==> src/rtl/vga_timing_pkg.sv <==
// Shared 640x480@60 timing constants and lock-state encoding for the VGA
// timing generator and the sync receiver.
package vga_timing_pkg;

  localparam int H_ACTIVE     = 640;
  localparam int H_TOTAL      = 800;
  localparam int H_SYNC_START = 656;
  localparam int H_SYNC_END   = 751;
  localparam int V_ACTIVE     = 480;
  localparam int V_TOTAL      = 525;
  localparam int V_SYNC_START = 490;
  localparam int V_SYNC_END   = 491;

  typedef enum logic [1:0] {
    SEARCH = 2'd0,
    VERIFY = 2'd1,
    LOCKED = 2'd2
  } lock_state_e;

endpackage

==> src/rtl/vga_sync_receiver_edge.sv <==
// Two-flop synchroniser followed by a pix_en-qualified rising-edge detector.
// The edge history only advances on pixel strobes so a rise is seen once per
// pixel, independent of the clk/pixel ratio.
module vga_sync_edge (
  input  logic clk,
  input  logic rst_n,
  input  logic pix_en,
  input  logic sync_in,
  output logic rise
);

  logic meta_q, meta_d;
  logic sync_q, sync_d;
  logic prev_q, prev_d;

  // next-state of the synchroniser chain and the strobe-qualified history
  always_comb begin
    meta_d = sync_in;
    sync_d = meta_q;
    prev_d = prev_q;
    if (pix_en) begin
      prev_d = sync_q;
    end
  end

  // synchroniser and history registers
  always_ff @(posedge clk or negedge rst_n) begin
    if (!rst_n) begin
      meta_q <= 1'b0;
      sync_q <= 1'b0;
      prev_q <= 1'b0;
    end else begin
      meta_q <= meta_d;
      sync_q <= sync_d;
      prev_q <= prev_d;
    end
  end

  assign rise = pix_en && sync_q && !prev_q;

endmodule

==> src/rtl/vga_sync_receiver.sv <==
// VGA sync receiver: recovers pixel coordinates from hsync/vsync, measures
// line and frame lengths and runs a lock state machine against the nominal
// timing. The geometry parameters default to 640x480@60 (800x525).
module vga_sync_receiver
  import vga_timing_pkg::*;
#(
  parameter int LOCK_FRAMES = 2,
  parameter int TIMEOUT     = 1024,
  parameter int H_SYNC_POS  = H_SYNC_START,
  parameter int V_SYNC_POS  = V_SYNC_START,
  parameter int LINE_LEN    = H_TOTAL,
  parameter int FRAME_LINES = V_TOTAL,
  parameter int ACT_W       = H_ACTIVE,
  parameter int ACT_H       = V_ACTIVE
) (
  input  logic        clk,
  input  logic        btnC,
  input  logic        pix_en,
  input  logic        hsync_in,
  input  logic        vsync_in,
  output logic [9:0]  h_pos,
  output logic [9:0]  v_pos,
  output logic        de,
  output logic [10:0] h_total,
  output logic [10:0] v_total,
  output logic        locked,
  output logic        line_start,
  output logic        frame_start,
  output logic        sync_err
);

  localparam logic [9:0]  H_LAST   = 10'(LINE_LEN - 1);
  localparam logic [9:0]  V_LAST   = 10'(FRAME_LINES - 1);
  localparam logic [10:0] LEN_OK   = 11'(LINE_LEN);
  localparam logic [10:0] LINES_OK = 11'(FRAME_LINES);
  localparam logic [15:0] T_LAST   = 16'(TIMEOUT - 1);
  localparam logic [4:0]  LOCK_N   = 5'(LOCK_FRAMES);

  // Length counters stick at their maximum instead of wrapping.
  function automatic logic [10:0] sat_inc(input logic [10:0] v);
    return (v == 11'h7FF) ? v : v + 11'd1;
  endfunction

  logic h_rise, v_rise;

  logic [9:0]  h_pos_q, h_pos_d, v_pos_q, v_pos_d;
  logic [10:0] h_len_q, h_len_d, v_len_q, v_len_d;
  logic [10:0] h_total_q, h_total_d, v_total_q, v_total_d;
  logic [15:0] t_cnt_q, t_cnt_d;
  logic [3:0]  good_cnt_q, good_cnt_d;
  logic        line_err_q, line_err_d, seen_h_q, seen_h_d;
  logic        locked_q, locked_d, sync_err_q, sync_err_d;
  logic        line_start_q, line_start_d, frame_start_q, frame_start_d;
  lock_state_e state_q, state_d;

  logic        h_wrap, line_bad, frame_good, timeout;
  logic [10:0] v_len_end;
  logic [4:0]  good_nxt;

  vga_sync_edge u_hsync (
    .clk    (clk),
    .rst_n  (btnC),
    .pix_en (pix_en),
    .sync_in(hsync_in),
    .rise   (h_rise)
  );

  vga_sync_edge u_vsync (
    .clk    (clk),
    .rst_n  (btnC),
    .pix_en (pix_en),
    .sync_in(vsync_in),
    .rise   (v_rise)
  );

  // position recovery, line/frame measurement and timeout counting
  always_comb begin
    h_pos_d       = h_pos_q;
    v_pos_d       = v_pos_q;
    h_len_d       = h_len_q;
    v_len_d       = v_len_q;
    h_total_d     = h_total_q;
    v_total_d     = v_total_q;
    t_cnt_d       = t_cnt_q;
    line_err_d    = line_err_q;
    seen_h_d      = seen_h_q;
    line_start_d  = 1'b0;
    frame_start_d = 1'b0;
    h_wrap        = 1'b0;
    line_bad      = 1'b0;
    frame_good    = 1'b0;
    timeout       = 1'b0;
    v_len_end     = v_len_q;
    if (pix_en) begin
      h_wrap = !h_rise && (h_pos_q == H_LAST);
      if (h_rise)      h_pos_d = 10'(H_SYNC_POS);
      else if (h_wrap) h_pos_d = 10'd0;
      else             h_pos_d = h_pos_q + 10'd1;
      // vsync realignment wins over the end-of-frame wrap
      if (v_rise)      v_pos_d = 10'(V_SYNC_POS);
      else if (h_wrap) v_pos_d = (v_pos_q == V_LAST) ? 10'd0 : v_pos_q + 10'd1;
      line_start_d  = h_wrap;
      frame_start_d = h_wrap && !v_rise && (v_pos_q == V_LAST);

      h_len_d = h_rise ? 11'd1 : sat_inc(h_len_q);
      if (h_rise) h_total_d = h_len_q;
      // the first line after vsync is partial, so it is not judged
      line_bad = h_rise && seen_h_q && (state_q != SEARCH) && (h_len_q != LEN_OK);
      // a line ending on the vsync strobe belongs to the frame that ends
      v_len_end  = h_rise ? sat_inc(v_len_q) : v_len_q;
      frame_good = (v_len_end == LINES_OK) && !line_err_q && !line_bad;
      if (v_rise) begin
        v_total_d  = v_len_end;
        v_len_d    = 11'd0;
        line_err_d = 1'b0;
        seen_h_d   = 1'b0;
      end else begin
        v_len_d = v_len_end;
        if (line_bad) line_err_d = 1'b1;
        if (h_rise)   seen_h_d   = 1'b1;
      end

      if (h_rise) begin
        t_cnt_d = 16'd0;
      end else if (t_cnt_q == T_LAST) begin
        timeout = 1'b1;
        t_cnt_d = 16'd0;
      end else begin
        t_cnt_d = t_cnt_q + 16'd1;
      end
    end
  end

  // lock state machine: next state, good-frame count and error pulse
  always_comb begin
    state_d    = state_q;
    good_cnt_d = good_cnt_q;
    sync_err_d = 1'b0;
    good_nxt   = {1'b0, good_cnt_q} + 5'd1;
    if (timeout) begin
      state_d    = SEARCH;
      sync_err_d = (state_q == LOCKED);
    end else begin
      case (state_q)
        SEARCH: begin
          if (v_rise) begin
            state_d    = VERIFY;
            good_cnt_d = 4'd0;
          end
        end
        VERIFY: begin
          if (v_rise) begin
            if (frame_good) begin
              good_cnt_d = good_nxt[3:0];
              if (good_nxt >= LOCK_N) state_d = LOCKED;
            end else begin
              good_cnt_d = 4'd0;
            end
          end
        end
        LOCKED: begin
          if (line_bad || (v_rise && !frame_good)) begin
            state_d    = SEARCH;
            sync_err_d = 1'b1;
          end
        end
        default: state_d = SEARCH;
      endcase
    end
    // rises one clk after entering LOCKED, drops on the leaving edge itself
    locked_d = (state_q == LOCKED) && (state_d == LOCKED);
  end

  // lock state register
  always_ff @(posedge clk or negedge btnC) begin
    if (!btnC) begin
      state_q    <= SEARCH;
      good_cnt_q <= 4'd0;
    end else begin
      state_q    <= state_d;
      good_cnt_q <= good_cnt_d;
    end
  end

  // counters, measurements and registered outputs
  always_ff @(posedge clk or negedge btnC) begin
    if (!btnC) begin
      h_pos_q       <= 10'd0;
      v_pos_q       <= 10'd0;
      h_len_q       <= 11'd0;
      v_len_q       <= 11'd0;
      h_total_q     <= 11'd0;
      v_total_q     <= 11'd0;
      t_cnt_q       <= 16'd0;
      line_err_q    <= 1'b0;
      seen_h_q      <= 1'b0;
      locked_q      <= 1'b0;
      sync_err_q    <= 1'b0;
      line_start_q  <= 1'b0;
      frame_start_q <= 1'b0;
    end else begin
      h_pos_q       <= h_pos_d;
      v_pos_q       <= v_pos_d;
      h_len_q       <= h_len_d;
      v_len_q       <= v_len_d;
      h_total_q     <= h_total_d;
      v_total_q     <= v_total_d;
      t_cnt_q       <= t_cnt_d;
      line_err_q    <= line_err_d;
      seen_h_q      <= seen_h_d;
      locked_q      <= locked_d;
      sync_err_q    <= sync_err_d;
      line_start_q  <= line_start_d;
      frame_start_q <= frame_start_d;
    end
  end

  assign h_pos       = h_pos_q;
  assign v_pos       = v_pos_q;
  assign h_total     = h_total_q;
  assign v_total     = v_total_q;
  assign locked      = locked_q;
  assign sync_err    = sync_err_q;
  assign line_start  = line_start_q;
  assign frame_start = frame_start_q;
  assign de          = locked_q && (h_pos_q < 10'(ACT_W)) && (v_pos_q < 10'(ACT_H));

endmodule
==> config.mk <==
export PLATFORM = sky130hd
export DESIGN_NAME = vga_sync_receiver
export DESIGN_NICKNAME = d
export VERILOG_FILES = /design/src/rtl/vga_timing_pkg.sv /design/src/rtl/vga_sync_receiver_edge.sv /design/src/rtl/vga_sync_receiver.sv
export SDC_FILE = /design/constraint.sdc
export NUM_CORES = 1
export LEC_CHECK = 0
export BUFFER_PORTS_ARGS = -buffer_cell sky130_fd_sc_hd__buf_2
export CAP_MARGIN = 20
export CORE_MARGIN = 2
export CORE_UTILIZATION = 44
export CTS_CLUSTER_SIZE = 10
export DETAILED_ROUTE_END_ITERATION = 10
export PLACE_DENSITY = 0.74
export SKIP_LAST_GASP = 1
export SLEW_MARGIN = 10
export SYNTH_ARGS = -nofsm -noshare
export SYNTH_HDL_FRONTEND = slang
export SYNTH_SLANG_ARGS = --single-unit
==> constraint.sdc <==
create_clock -name clk -period 2 [get_ports clk]
set_input_delay 0.5 -clock clk [delete_from_list [all_inputs] [get_ports clk]]
set_output_delay 0.5 -clock clk [all_outputs]
set_load 0.005 [all_outputs]
* After elaboration in Yosys (flattened, before gate mapping)
Cells that the tools add are included.
** Word-level totals
- Output and inout port bits :: 47
- Input bits :: 5
- Word-level logic and storage cells :: 118
- Register bits after elaboration :: 98
** Cells by class
- $lt $le $gt $ge :: 3
- Muxes and demuxes :: 37
- Add/sub/neg operators :: 6
- Eq/ne operators :: 13
- Reduce and logical (&&, ||, !) cells :: 37
- Bitwise gates (word level) :: 1
** Operators by type and width (number)
- $mux W11 :: 5
- $mux W10 :: 5
- $mux W16 :: 2
- $add A11 B1 Y11 const B :: 2
- $eq A11 B11 Y1 const B :: 2
- $add A10 B1 Y10 const B :: 2
- $eq A10 B10 Y1 const B :: 2
- $add A16 B1 Y16 const B :: 1
- $eq A16 B10 Y1 const B :: 1
- $logic_and A1 B1 Y1 :: 16
- $mux W1 :: 14
- $mux W2 :: 6
- $mux W4 :: 3
- $reduce_and A2 Y1 :: 6
- $eq A11 B10 Y1 const B :: 1
- $ne A11 B10 Y1 const B :: 1
- $lt A10 B10 Y1 const B :: 1
- $lt A10 B9 Y1 const B :: 1
- $reduce_bool A2 Y1 :: 5
- $pmux W4 S2 :: 1
- $logic_not A1 Y1 :: 7
- $ne A2 B2 Y1 const B :: 3
- $pmux W2 S3 :: 1
- $add A4 B1 Y5 const B :: 1
- 7 further kinds :: 8

* Depth between registers and ports, before layout
Gate-level depths: netlist (run 1).
- Depth in word-level cells :: 16
- Gate-level depth with buffers :: 9
- Depth with buffers taken out :: 8

* Modules after synthesis
Synthesis (run 1) repeated with hierarchy kept, for this count alone.
** Second synthesis, totals
- Cell total of the unflattened synthesis :: 525
- Area total of the unflattened synthesis :: 4937.2 um2
** Modules (own cells, without submodules)
- vga_sync_receiver :: sequential area each 2302.2 um2, area each 4737.0 um2, instances 1, cells an instance 515
- vga_sync_edge :: sequential area each 75.1 um2, area each 100.1 um2, instances 2, cells an instance 5

* Least setup slack after synthesis (run 1)
Ideal clock, no wire load.
- Path kind :: register to register
- Start :: register v_len_q[0]
- End :: register sync_err_q (netlist: sync_err)
- Stages on the path, launching flop included :: 8
- Library setup time :: 0.126 ns
- Data required time :: 1.874 ns
- Clock period less this slack :: 2.087 ns
- Buffers on the path :: 0
- Path slack :: -0.087 ns
- Arrival :: 1.961 ns
- Cell sequence :: dfrtp_1 -> ha_1 -> nand4_1 -> nor3_1 -> mux2i_1 -> o311a_1 -> a31oi_4 -> o311a_1
** On the way
- Longest elaborated chain between the ends :: 13
- Elaborated cells between the ends (all ways) :: 14
- Classes of those cells :: add/sub (1); eq/ne (2); mux (6); reduce/logical (5)
** Ends and longest elaborated chain
- from (decl) :: line vga_sync_receiver.sv:47 : logic [10:0] h_len_q, h_len_d, v_len_q, v_len_d;
- from (signal assigned) :: line vga_sync_receiver.sv:205 : v_len_q <= v_len_d;
- $add A11 B1 Y11 or $eq A11 B11 Y1 (tied branches) :: line vga_sync_receiver.sv:41 : return (v == 11'h7FF) ? v : v + 11'd1;
- $mux W11 :: line vga_sync_receiver.sv:41
- $mux W11 * :: line vga_sync_receiver.sv:110 : v_len_end = h_rise ? sat_inc(v_len_q) : v_len_q;
- $eq A11 B10 Y1 * :: line vga_sync_receiver.sv:111 : frame_good = (v_len_end == LINES_OK) && !line_err_q && !line_bad;
- $logic_and A1 B1 Y1 * (2 in a row) :: line vga_sync_receiver.sv:111
- $mux W1 * :: line vga_sync_receiver.sv:94 : if (pix_en) begin
- $logic_not A1 Y1 * :: line vga_sync_receiver.sv:162 : if (line_bad || (v_rise && !frame_good)) begin
- $logic_and A1 B1 Y1 * :: line vga_sync_receiver.sv:162
- $logic_or A1 B1 Y1 * :: line vga_sync_receiver.sv:162
- $mux W1 * :: line vga_sync_receiver.sv:162
- $mux W1 * :: line vga_sync_receiver.sv:144 : case (state_q)
- $mux W1 * :: line vga_sync_receiver.sv:140 : if (timeout) begin
- net sync_err_d :: line vga_sync_receiver.sv:52 : logic locked_q, locked_d, sync_err_q, sync_err_d;
- to (signal assigned) :: line vga_sync_receiver.sv:212 : sync_err_q <= sync_err_d;
- to (decl) :: line vga_sync_receiver.sv:52
The timed path passes the listed nets; every way through them passes the cells marked *.
A chain may end at the register's enable or synchronous reset.

* Final worst setup path (run 1)
- Start :: register v_len_q[1]
- End :: register state_q[1]
** On the way
- Longest elaborated chain between the ends :: 13
- Elaborated cells between the ends (all ways) :: 16
- Classes of those cells :: add/sub (1); eq/ne (2); mux (8); reduce/logical (5)
** Ends and longest elaborated chain
- $add A11 B1 Y11 or $eq A11 B11 Y1 (tied branches) :: line vga_sync_receiver.sv:41
- $mux W11 :: line vga_sync_receiver.sv:41
- $mux W11 * :: line vga_sync_receiver.sv:110
- $eq A11 B10 Y1 * :: line vga_sync_receiver.sv:111
- $logic_and A1 B1 Y1 * (2 in a row) :: line vga_sync_receiver.sv:111
- $mux W1 * :: line vga_sync_receiver.sv:94
- $logic_not A1 Y1 :: line vga_sync_receiver.sv:162
- $logic_and A1 B1 Y1 :: line vga_sync_receiver.sv:162
- $logic_or A1 B1 Y1 :: line vga_sync_receiver.sv:162
- $mux W2 :: line vga_sync_receiver.sv:162
- $pmux W2 S3 * :: line vga_sync_receiver.sv:144
- $mux W2 * :: line vga_sync_receiver.sv:140
- net state_d[1] :: line vga_sync_receiver.sv:54 : lock_state_e state_q, state_d;
- to (signal assigned) :: line vga_sync_receiver.sv:180 : state_q <= state_d;
- to (decl) :: line vga_sync_receiver.sv:54
Marks and branches as above.

==> out/metrics.cfg, run 1 <==
[floorplan]
fp.dieH_um = 109
initial_utilization_pct = 44.8
dieWidth_um = 109
rows = 38
ios = 52
die_area_um2 = 11800
placeableCoreArea_um2 = 10700

[synth]
yosysMostFrequentCell = dfrtp_1
yosys_warnings = 0
post_synth_instance_area_um2 = 4820
yosys.area_share.adder_pct = 2.34
synth_top_family_by_area = simple AND/OR/NAND/NOR gates
async_reset_ff_share_pct = 100
syn_area_per_cell_um2 = 9.46
syn_nets = 523
synth_seq_cells = 98
synthDistinctLibCells = 63
ys_top_cells_by_area = dfrtp_1 (51%), nand2_1 (7.2%), nor2_1 (4.6%)
ys_top_cells_by_count = dfrtp_1 (98), nand2_1 (92), nor2_1 (59)
synth_simple_gate_area_share_pct = 25.9
synth_top_cell_by_area = dfrtp_1
synth_compound_area_share_pct = 12.2
synth_edf_count = 0
synth_top_area_share_pct = 50.9
synthXorXnorAreaFrac_pct = 4.55
synthCells = 509
synth_mux_area_share_pct = 1.51
yosysSeqAreaShare_pct = 50.9
ys.flop_type = dfrtp_1

[global_route]
grt-busiest-layer = met2
grt_pass1_wl_mm = 18.0
met2_usage_pct = 31.5
met1_usage_pct = 25.7
grtUsageTotal_pct = 19.3
use_met3_pct = 4.00
antenna_found_initial = 0
grt_start_max_net_pins = 42
gr-total-overflow = 0
grt_pass1_vias = 3865

[worst_setup_path]
crit_buf_inv = 2
worst-path-stages = 9
critPathLaunchType = flop
worst_path_max_delay_cell = dfrtp_1
worst_path_dominant_cell_family = compound AO/OA/AOI/OAI gates
crit_fanout = 5
cp.required_ps = 2260
worst_r2r_startpoint = v_len_q[1]$_DFFE_PN0P_
rrSetupSlack_ps = -110
cpPeakStageDelay_ps = 420
rr_endpoint = state_q[1]$_DFF_PN0_
crit_start = v_len_q[1]$_DFFE_PN0P_
cp.arrival_ps = 2370
end_kind = flop
ff2ff_path_depth = 9
criticalPathCategory = flop to flop
crit_end = state_q[1]$_DFF_PN0_
path_cells = ha_4, nand4_1, buf_6, o311a_1, o311ai_2, and4bb_4, a31oi_4, buf_4, nor3_1

[route]
avgViaCountPerCell = 5.37
drt_iter0_drc = 238
dr.pass1.iters = 5
detail-route-antenna-nets = 0
drt-total-wl_mm = 11.0
wl_per_cell_um = 14.2
drc = 0
vias = 4129

[power_and_ir_drop]
p_clk_share_pct = 30.8
p_int_uw = 3360
switching_power_uw = 1370
powerDensity_nw_per_um2 = 778
seq_power_share_pct = 49.8
leakage_uw = 0.00291
switching_share_pct = 28.9
p_comb_share_pct = 19.4
p_total_uw = 4730
vdd_drop_max_v = 0.000419

[job]
cap_violations = 0

[final_layout]
fin_area_um2 = 6070
final_cells = 769
final_nets = 638
n_fill_cell = 963
syn2layout_area_growth_pct = 26.1
diodes = 0
drive_above_1_share_pct = 26.6

[placed_design]
gp_congestion = 0.905
dp_cells = 745
dp_hpwl_mm = 7.65
post-place-ws_ps = -219
dpl_cell_area_um2 = 5670
portBuffers = 51

[sta]
setup_viol = 7
finalHoldViolCount = 0
relSlewSlack_pct = 64.2
max_freq_ghz = 0.475
tightest_slew_ps = 537
rsz0062_at_grt = true
layout_setup_ws_ps = -107
hold_ws_ps = 104
drv_slew = 0
finClkSkew_ps = 13.7
timing.final.crit_share_pct = 105
period_needed_ps = 2110

[clock_network]
cts_buffer_depth = 2
insertion_delay_ps = 370
cts.sinks = 98
clk_pin_slew_ps = 90
cts_hold_buf = 0
ctsHtreeMaxLevel = 3
cts_tree = yes
root_buffer = clkbuf_8
cts_buffers = 9

[outcome]
status = finished with violations
violations = negative setup slack

[hold_path]
hp-class = primary input to async pin

==> layer usage <==
metal	share of wire (%)	routed length (um)
met1	46	5050
met2	49	5340
met3	3.5	383
met4	1.6	180
met5	0	0
==> area by class of cell <==
type,instances,area (um2),share of cell area [%]
Timing Repair Buffer,120,796,13.1
Clock buffer,11,141,2.33
Multi-Input combinational cell,378,2360,38.8
Sequential cell,98,2450,40.4
Inverter,17,63.8,1.05
Clock inverter,5,85.1,1.40
Tap cell,140,175,2.88
==> how the worst min path moves through the flow <==
stage	endpoint	slack, ps	depth (start not counted)
after global routing	u_vsync.meta_q$_DFF_PN0_	130	1
after global placement	u_hsync.sync_q$_DFF_PN0_	340	0
after detailed placement	u_hsync.sync_q$_DFF_PN0_	340	0
after floorplan	frame_start$_DFF_PN0_	200	0
final	t_cnt_q[9]$_DFFE_PN0P_	100	1
after CTS	state_q[0]$_DFF_PN0_	120	1
==> through the flow <==
| stage | TNS [ps] | utilization (%) |
|---|---|---|
| final | -440 | 56.5 |
| after global routing | -1680 | 56.5 |
| after CTS | -582 | 55.4 |
| after detailed placement | -3070 | 52.7 |
| after global placement | -2060 | 52.7 |
| after floorplan | -57.6 | - |
==> cells by family after synthesis <==
| group | count (synthesis) |
|---|---|
| AND/OR/NAND/NOR | 250 |
| XOR/XNOR | 25 |
| multiplexers | 7 |
| adder cells (fa/ha/maj) | 9 |
| AO/OA/AOI/OAI | 87 |
| flip-flops | 98 |
| buffers and inverters | 33 |
==> sequential cells by signal (all words and copies together) (netlist names), 2 cells and up <==
name        cells
v_total        11
v_len_q        11
v_pos          10
t_cnt_q        16
h_total        11
h_pos          10
good_cnt_q      4
h_len_q        11
state_q         2
==> layout by cell type, fill, tap and decap left out, drive strengths merged, types with 12 or more instances in the layout <==
master  instances
buf           120
dfrtp          98
nand2          92
nor2           59
o21ai          44
nand3          26
inv            18
xor2           14
nand4          14
and3           12
==> power groups by stage <==
| stage | combinational [uW] | sequential (uW) | clock, uW |
|---|---|---|---|
| after floorplan | 402 | 2410 | 0 |
| after global placement | 855 | 2370 | 0 |
| after detailed placement | 877 | 2380 | 0 |
| after CTS | 883 | 2340 | 1490 |
| after global routing | 1040 | 2380 | 1570 |
| final | 915 | 2350 | 1460 |
==> worst register-to-register path, delay by kind of cell, from the launching register on <==
kind	cells	cell delay, ps
buffers and inverters	2	290
DFF	1	420
and+or+nand+nor	3	440
adders and majority gates	1	170
AOI/OAI and AO/OA	3	690
==> timing repair <==
action	4_1_cts	5_1_grt
endpoints found under the hold margin	0	0
gates resized for setup	6	20
setup buffers	5	3
setup endpoints to repair	9	34
pin swaps	2	8
Power figures use the tool's default switching activity.
==> inputs of run 2 (changes only) <==
--- a/config.mk
+++ b/config.mk
@@ -16,4 +16,5 @@
 export SLEW_MARGIN = 10
 export SYNTH_ARGS = -nofsm -noshare
 export SYNTH_HDL_FRONTEND = slang
+export SYNTH_HIERARCHICAL = 1
 export SYNTH_SLANG_ARGS = --single-unit
==> out/metrics.cfg, run 2 <==
[outcome]
status = finished with violations
violations = negative setup slack

[worst_setup_path]
crit_fanout = 6
cp.required_ps = 2280
criticalPathCategory = flop to flop
worst_r2r_startpoint = t_cnt_q[12]$_DFFE_PN0P_
ff2ff_path_depth = 8
crit_start = t_cnt_q[12]$_DFFE_PN0P_
end_kind = flop
cp.arrival_ps = 2520
rr_endpoint = good_cnt_q[3]$_DFFE_PN0P_
rrSetupSlack_ps = -240
critPathLaunchType = flop

[power_and_ir_drop]
leakage_uw = 0.00312
p_total_uw = 5320
vdd_drop_max_v = 0.000489
powerDensity_nw_per_um2 = 800

[synth]
post_synth_instance_area_um2 = 4940
synth_top_cell_by_area = dfrtp_1
syn_nets = 539
ys_top_cells_by_area = dfrtp_1 (50%), nand2_1 (6.0%), o21ai_0 (4.0%)
yosysSeqAreaShare_pct = 49.7
ys_top_cells_by_count = dfrtp_1 (98), nand2_1 (79), nor2_1 (45)
syn_area_per_cell_um2 = 9.40
yosys_warnings = 6
synthCells = 525
synth_edf_count = 0
yosysMostFrequentCell = dfrtp_1
synthDistinctLibCells = 60
synth_seq_cells = 98
async_reset_ff_share_pct = 100
synth_top_area_share_pct = 49.7
ys.flop_type = dfrtp_1

[final_layout]
final_common_cell = buf_4
top_register = t_cnt_q
syn2layout_area_growth_pct = 34.8
final_cells = 829
largest_reg_flops = 16
fin_area_um2 = 6660
final_nets = 698
n_fill_cell = 866
drive_above_1_share_pct = 34.1
mostFrequentLayoutCells = buf_4 (110), dfrtp_1 (96), nand2_1 (75)
diodes = 0

[placed_design]
portBuffers = 51
dp_hpwl_mm = 8.95
dpl_cell_area_um2 = 6050
gp_congestion = 0.884
dp_cells = 791

[route]
drt-total-wl_mm = 13.1
wl_per_cell_um = 15.8
vias = 4582
dr.pass1.iters = 5
drt_iter0_drc = 312
avgViaCountPerCell = 5.53
detail-route-antenna-nets = 0
drc = 0

[clock_network]
cts_buffers = 9
cts.sinks = 98
cts_buffer_depth = 2
clk_pin_slew_ps = 100
insertion_delay_ps = 380
cts_hold_buf = 0
root_buffer = clkbuf_8
ctsHtreeMaxLevel = 3
cts_tree = yes

[floorplan]
placeableCoreArea_um2 = 10900
initial_utilization_pct = 45.3
rows = 38
die_area_um2 = 12100
ios = 52
fp.dieH_um = 110
dieWidth_um = 110

[global_route]
grt_pass1_vias = 4387
grt_pass1_wl_mm = 21.1
use_met3_pct = 5.16
met1_usage_pct = 29.9
met2_usage_pct = 36.3
grtUsageTotal_pct = 22.4
grt-busiest-layer = met2
grt_start_max_net_pins = 45
antenna_found_initial = 0
gr-total-overflow = 0

[hold_path]
hp-class = primary input to async pin

[job]
cap_violations = 0

[sta]
period_needed_ps = 2240
timing.final.crit_share_pct = 112
finClkSkew_ps = 16.2
max_freq_ghz = 0.447
finalHoldViolCount = 0
relSlewSlack_pct = 68.4
fin_tns_setup_ps = -1260
rsz0062_at_grt = true
setup_viol = 10
tightest_slew_ps = 473
hold_ws_ps = 20.4
layout_setup_ws_ps = -240
drv_slew = 0

==> run 2: cell count changes after synthesis, sizes merged, moves of 3 or more <==
cell     previous run  this run
mux2i               5         9
or4                 1         4
o311ai              5         1
o311a               3         0
o21ai              44        39
o2bb2ai             1        11
o22ai               0         3
xor2               14        10
nor3                8        18
nor2               59        45
nand2              92        79
and4                6         2
a21oi               6        19
==> run 2: through the flow <==
step / setup slack (ps) / utilization [%]
6_report: -240 / 61.1
3_3_place_gp: -352 / 55.6
5_1_grt: -340 / 61.1
4_1_cts: -174 / 59.3
2_1_floorplan: -156 / -
3_5_place_dp: -449 / 55.6
==> run 2: power by group <==
group          switching, uW  internal (uW)
logic                    758            764
clock network            719            615
registers                207           2260
==> run 2: cells by family (layout without fill, tap and decap cells) <==
family | count (synthesis) | count (layout) | share of synthesized area [%]
simple gates | 238 | 238 | 24.1
compound gates | 107 | 107 | 14.2
flops | 98 | 98 | 49.7
buf+inv | 37 | 201 | 2.84
xor+xnor | 23 | 23 | 4.08
mux | 13 | 13 | 2.89
fa+ha+maj | 9 | 9 | 2.28
==> run 2: critical path: stages (launching register included) <==
cell	delay, ps
dfrtp_1	380
or4bb_1	550
nor4_4	320
a31oi_1	160
and3_1	190
nand4b_1	110
buf_6	150
nor2_4	40
a211o_1	250
==> run 2: cell type report <==
type                       count  area, um2  area share, %
inverter                      19       76.3           1.15
clock buffer                  12        145           2.18
tap                          140        175           2.63
clock inverter                 4       51.3          0.771
multi-input combinational    390       2570           38.6
timing repair buffer         166       1180           17.8
sequential                    98       2450           36.9
==> run 2: worst max path at each step <==
stage                                           end  slack [ps]  cells after the start
after detailed placement  good_cnt_q[3]$_DFFE_PN0P_        -450                      9
after CTS                 good_cnt_q[3]$_DFFE_PN0P_        -170                      7
final                     good_cnt_q[3]$_DFFE_PN0P_        -240                      8
after global routing           state_q[0]$_DFF_PN0_        -340                      8
after floorplan                state_q[1]$_DFF_PN0_        -160                      8
after global placement    good_cnt_q[3]$_DFFE_PN0P_        -350                      9
==> run 2: timing repair <==
item                       CTS  global route
buffers inserted            14             8
pin swaps                   16            14
cloned                       1             0
setup endpoints to repair   29            42
resized for setup           25            37
==> run 2: routing by layer <==
| layer | part of all wire [%] | wire [um] | vias to the layer above |
|---|---|---|---|
| li1 | - | - | 2187 |
| met1 | 44 | 5830 | 2244 |
| met2 | 48 | 6330 | 127 |
| met3 | 5.3 | 700 | 24 |
| met4 | 1.8 | 234 | 0 |
| met5 | 0 | 0 | - |
==> inputs of run 3 (changes only) <==
--- a/config.mk
+++ b/config.mk
@@ -18,3 +18,4 @@
 export SYNTH_HDL_FRONTEND = slang
 export SYNTH_HIERARCHICAL = 1
 export SYNTH_SLANG_ARGS = --single-unit
+export TNS_END_PERCENT = 5
==> out/metrics.cfg, run 3 (synthesized netlist as in run 2, its figures left out) <==
[worst_setup_path]
cpPeakStageDelay_ps = 380
critPathLaunchType = flop
worst_r2r_startpoint = u_hsync/prev_q$_DFFE_PN0P_
worst_path_dominant_cell_family = simple AND/OR/NAND/NOR gates
ff2ff_path_depth = 9
end_kind = flop
cp.required_ps = 2270
path_cells = and3b_2, nand4_1, a211oi_2, nand3b_1, nor3b_4, buf_4, and3b_1, o211a_1, or2_1
worst_path_max_delay_cell = dfrtp_1
crit_fanout = 3
crit_buf_inv = 1
criticalPathCategory = flop to flop
rr_endpoint = state_q[1]$_DFF_PN0_
rrSetupSlack_ps = -320
cp.arrival_ps = 2590

[clock_network]
ctsHtreeMaxLevel = 3
cts_tree = yes
root_buffer = clkbuf_8
insertion_delay_ps = 380
cts_buffers = 9
cts_buffer_depth = 2
clk_pin_slew_ps = 90
cts_hold_buf = 0
cts.sinks = 98

[sta]
tightest_slew_ps = 478
relSlewSlack_pct = 68.1
max_freq_ghz = 0.430
drv_slew = 0
timing.final.crit_share_pct = 116
setup_viol = 27
finClkSkew_ps = 10.0
hold_ws_ps = 62.2
period_needed_ps = 2320
layout_setup_ws_ps = -323
rsz0062_at_grt = true
finalHoldViolCount = 0

[placed_design]
post-place-ws_ps = -478
gp_congestion = 0.932
dpl_cell_area_um2 = 6110
dp_hpwl_mm = 8.90
portBuffers = 51

[power_and_ir_drop]
leakage_uw = 0.00304
p_total_uw = 5250
powerDensity_nw_per_um2 = 821
vdd_drop_max_v = 0.000402

[floorplan]
dieWidth_um = 110
rows = 38
die_area_um2 = 12100
fp.dieH_um = 110
placeableCoreArea_um2 = 10900
initial_utilization_pct = 45.3
ios = 52

[route]
detail-route-antenna-nets = 0
wl_per_cell_um = 15.0
drt-total-wl_mm = 12.3
drc = 0
dr.pass1.iters = 4
vias = 4425
avgViaCountPerCell = 5.40
drt_iter0_drc = 359

[final_layout]
drive_above_1_share_pct = 29.0
largest_reg_flops = 16
top_register = t_cnt_q
final_nets = 690
fin_area_um2 = 6400
mostFrequentLayoutCells = buf_4 (105), dfrtp_1 (98), nand2_1 (78)
diodes = 0
syn2layout_area_growth_pct = 29.7
post-route-util_pct = 58.8
final_common_cell = buf_4

[global_route]
grtUsageTotal_pct = 21.8
grt_pass1_vias = 4425
grt_start_max_net_pins = 45
antenna_found_initial = 0
grt_pass1_wl_mm = 20.7
gr-total-overflow = 0

[outcome]
status = finished with violations
violations = negative setup slack

[hold_path]
hp-class = primary input to async pin

[job]
cap_violations = 0

[run 3: worst max-delay path by stage]
stage	from	end	slack [ps]	depth (start not counted)
3_5_place_dp	pix_en	good_cnt_q[3]$_DFFE_PN0P_	-480	10
4_1_cts	u_hsync/prev_q$_DFFE_PN0P_	good_cnt_q[3]$_DFFE_PN0P_	-240	9
2_1_floorplan	pix_en	state_q[1]$_DFF_PN0_	-160	8
6_report	u_hsync/prev_q$_DFFE_PN0P_	state_q[1]$_DFF_PN0_	-320	9
5_1_grt	u_hsync/prev_q$_DFFE_PN0P_	state_q[1]$_DFF_PN0_	-410	9
3_3_place_gp	pix_en	good_cnt_q[3]$_DFFE_PN0P_	-400	11
[run 3: routing by layer]
layer	track usage (%)	vias to the layer above	part of all wire, %
met5	0	-	0
met4	6.33	0	1.6
met3	4.62	20	3.7
met2	36.5	88	49
met1	28.4	2143	46
li1	-	2174	-
[run 3: repair_timing]
action | in CTS | in global routing
hold endpoints to repair | 0 | 0
pin swaps | 6 | 4
buffers inserted | 4 | 2
gates resized for setup | 4 | 8
endpoints found under the setup margin | 29 | 42
[run 3: layout make-up]
cell class / count / area, um2
clock buffer: 11 / 141
timing repair buffer: 158 / 1090
clock inverter: 4 / 51.3
fill: 913 / 4490
inverter: 19 / 71.3
tap: 140 / 175
sequential: 98 / 2450
multi-input combinational: 390 / 2420
[run 3: worst reg2reg max path: stages (launching register included)]
cell,delay (ps)
dfrtp_1,380
and3b_2,260
nand4_1,170
a211oi_2,310
nand3b_1,140
nor3b_4,180
buf_4,140
and3b_1,180
o211a_1,230
or2_1,230
[run 3: per-stage QoR]
step	instances	setup TNS, ps
5_1_grt	820	-9330
3_3_place_gp	799	-9850
6_report	820	-3580
3_5_place_dp	799	-13210
4_1_cts	818	-2970
2_1_floorplan	525	-806
[run 3: power by group]
| group | internal [uW] | switching, uW | total (uW) | leakage, uW |
|---|---|---|---|---|
| sequential | 2260 | 224 | 2480 | 0.00123 |
| clock | 609 | 689 | 1300 | 0.0000958 |
| combinational | 750 | 723 | 1470 | 0.00172 |
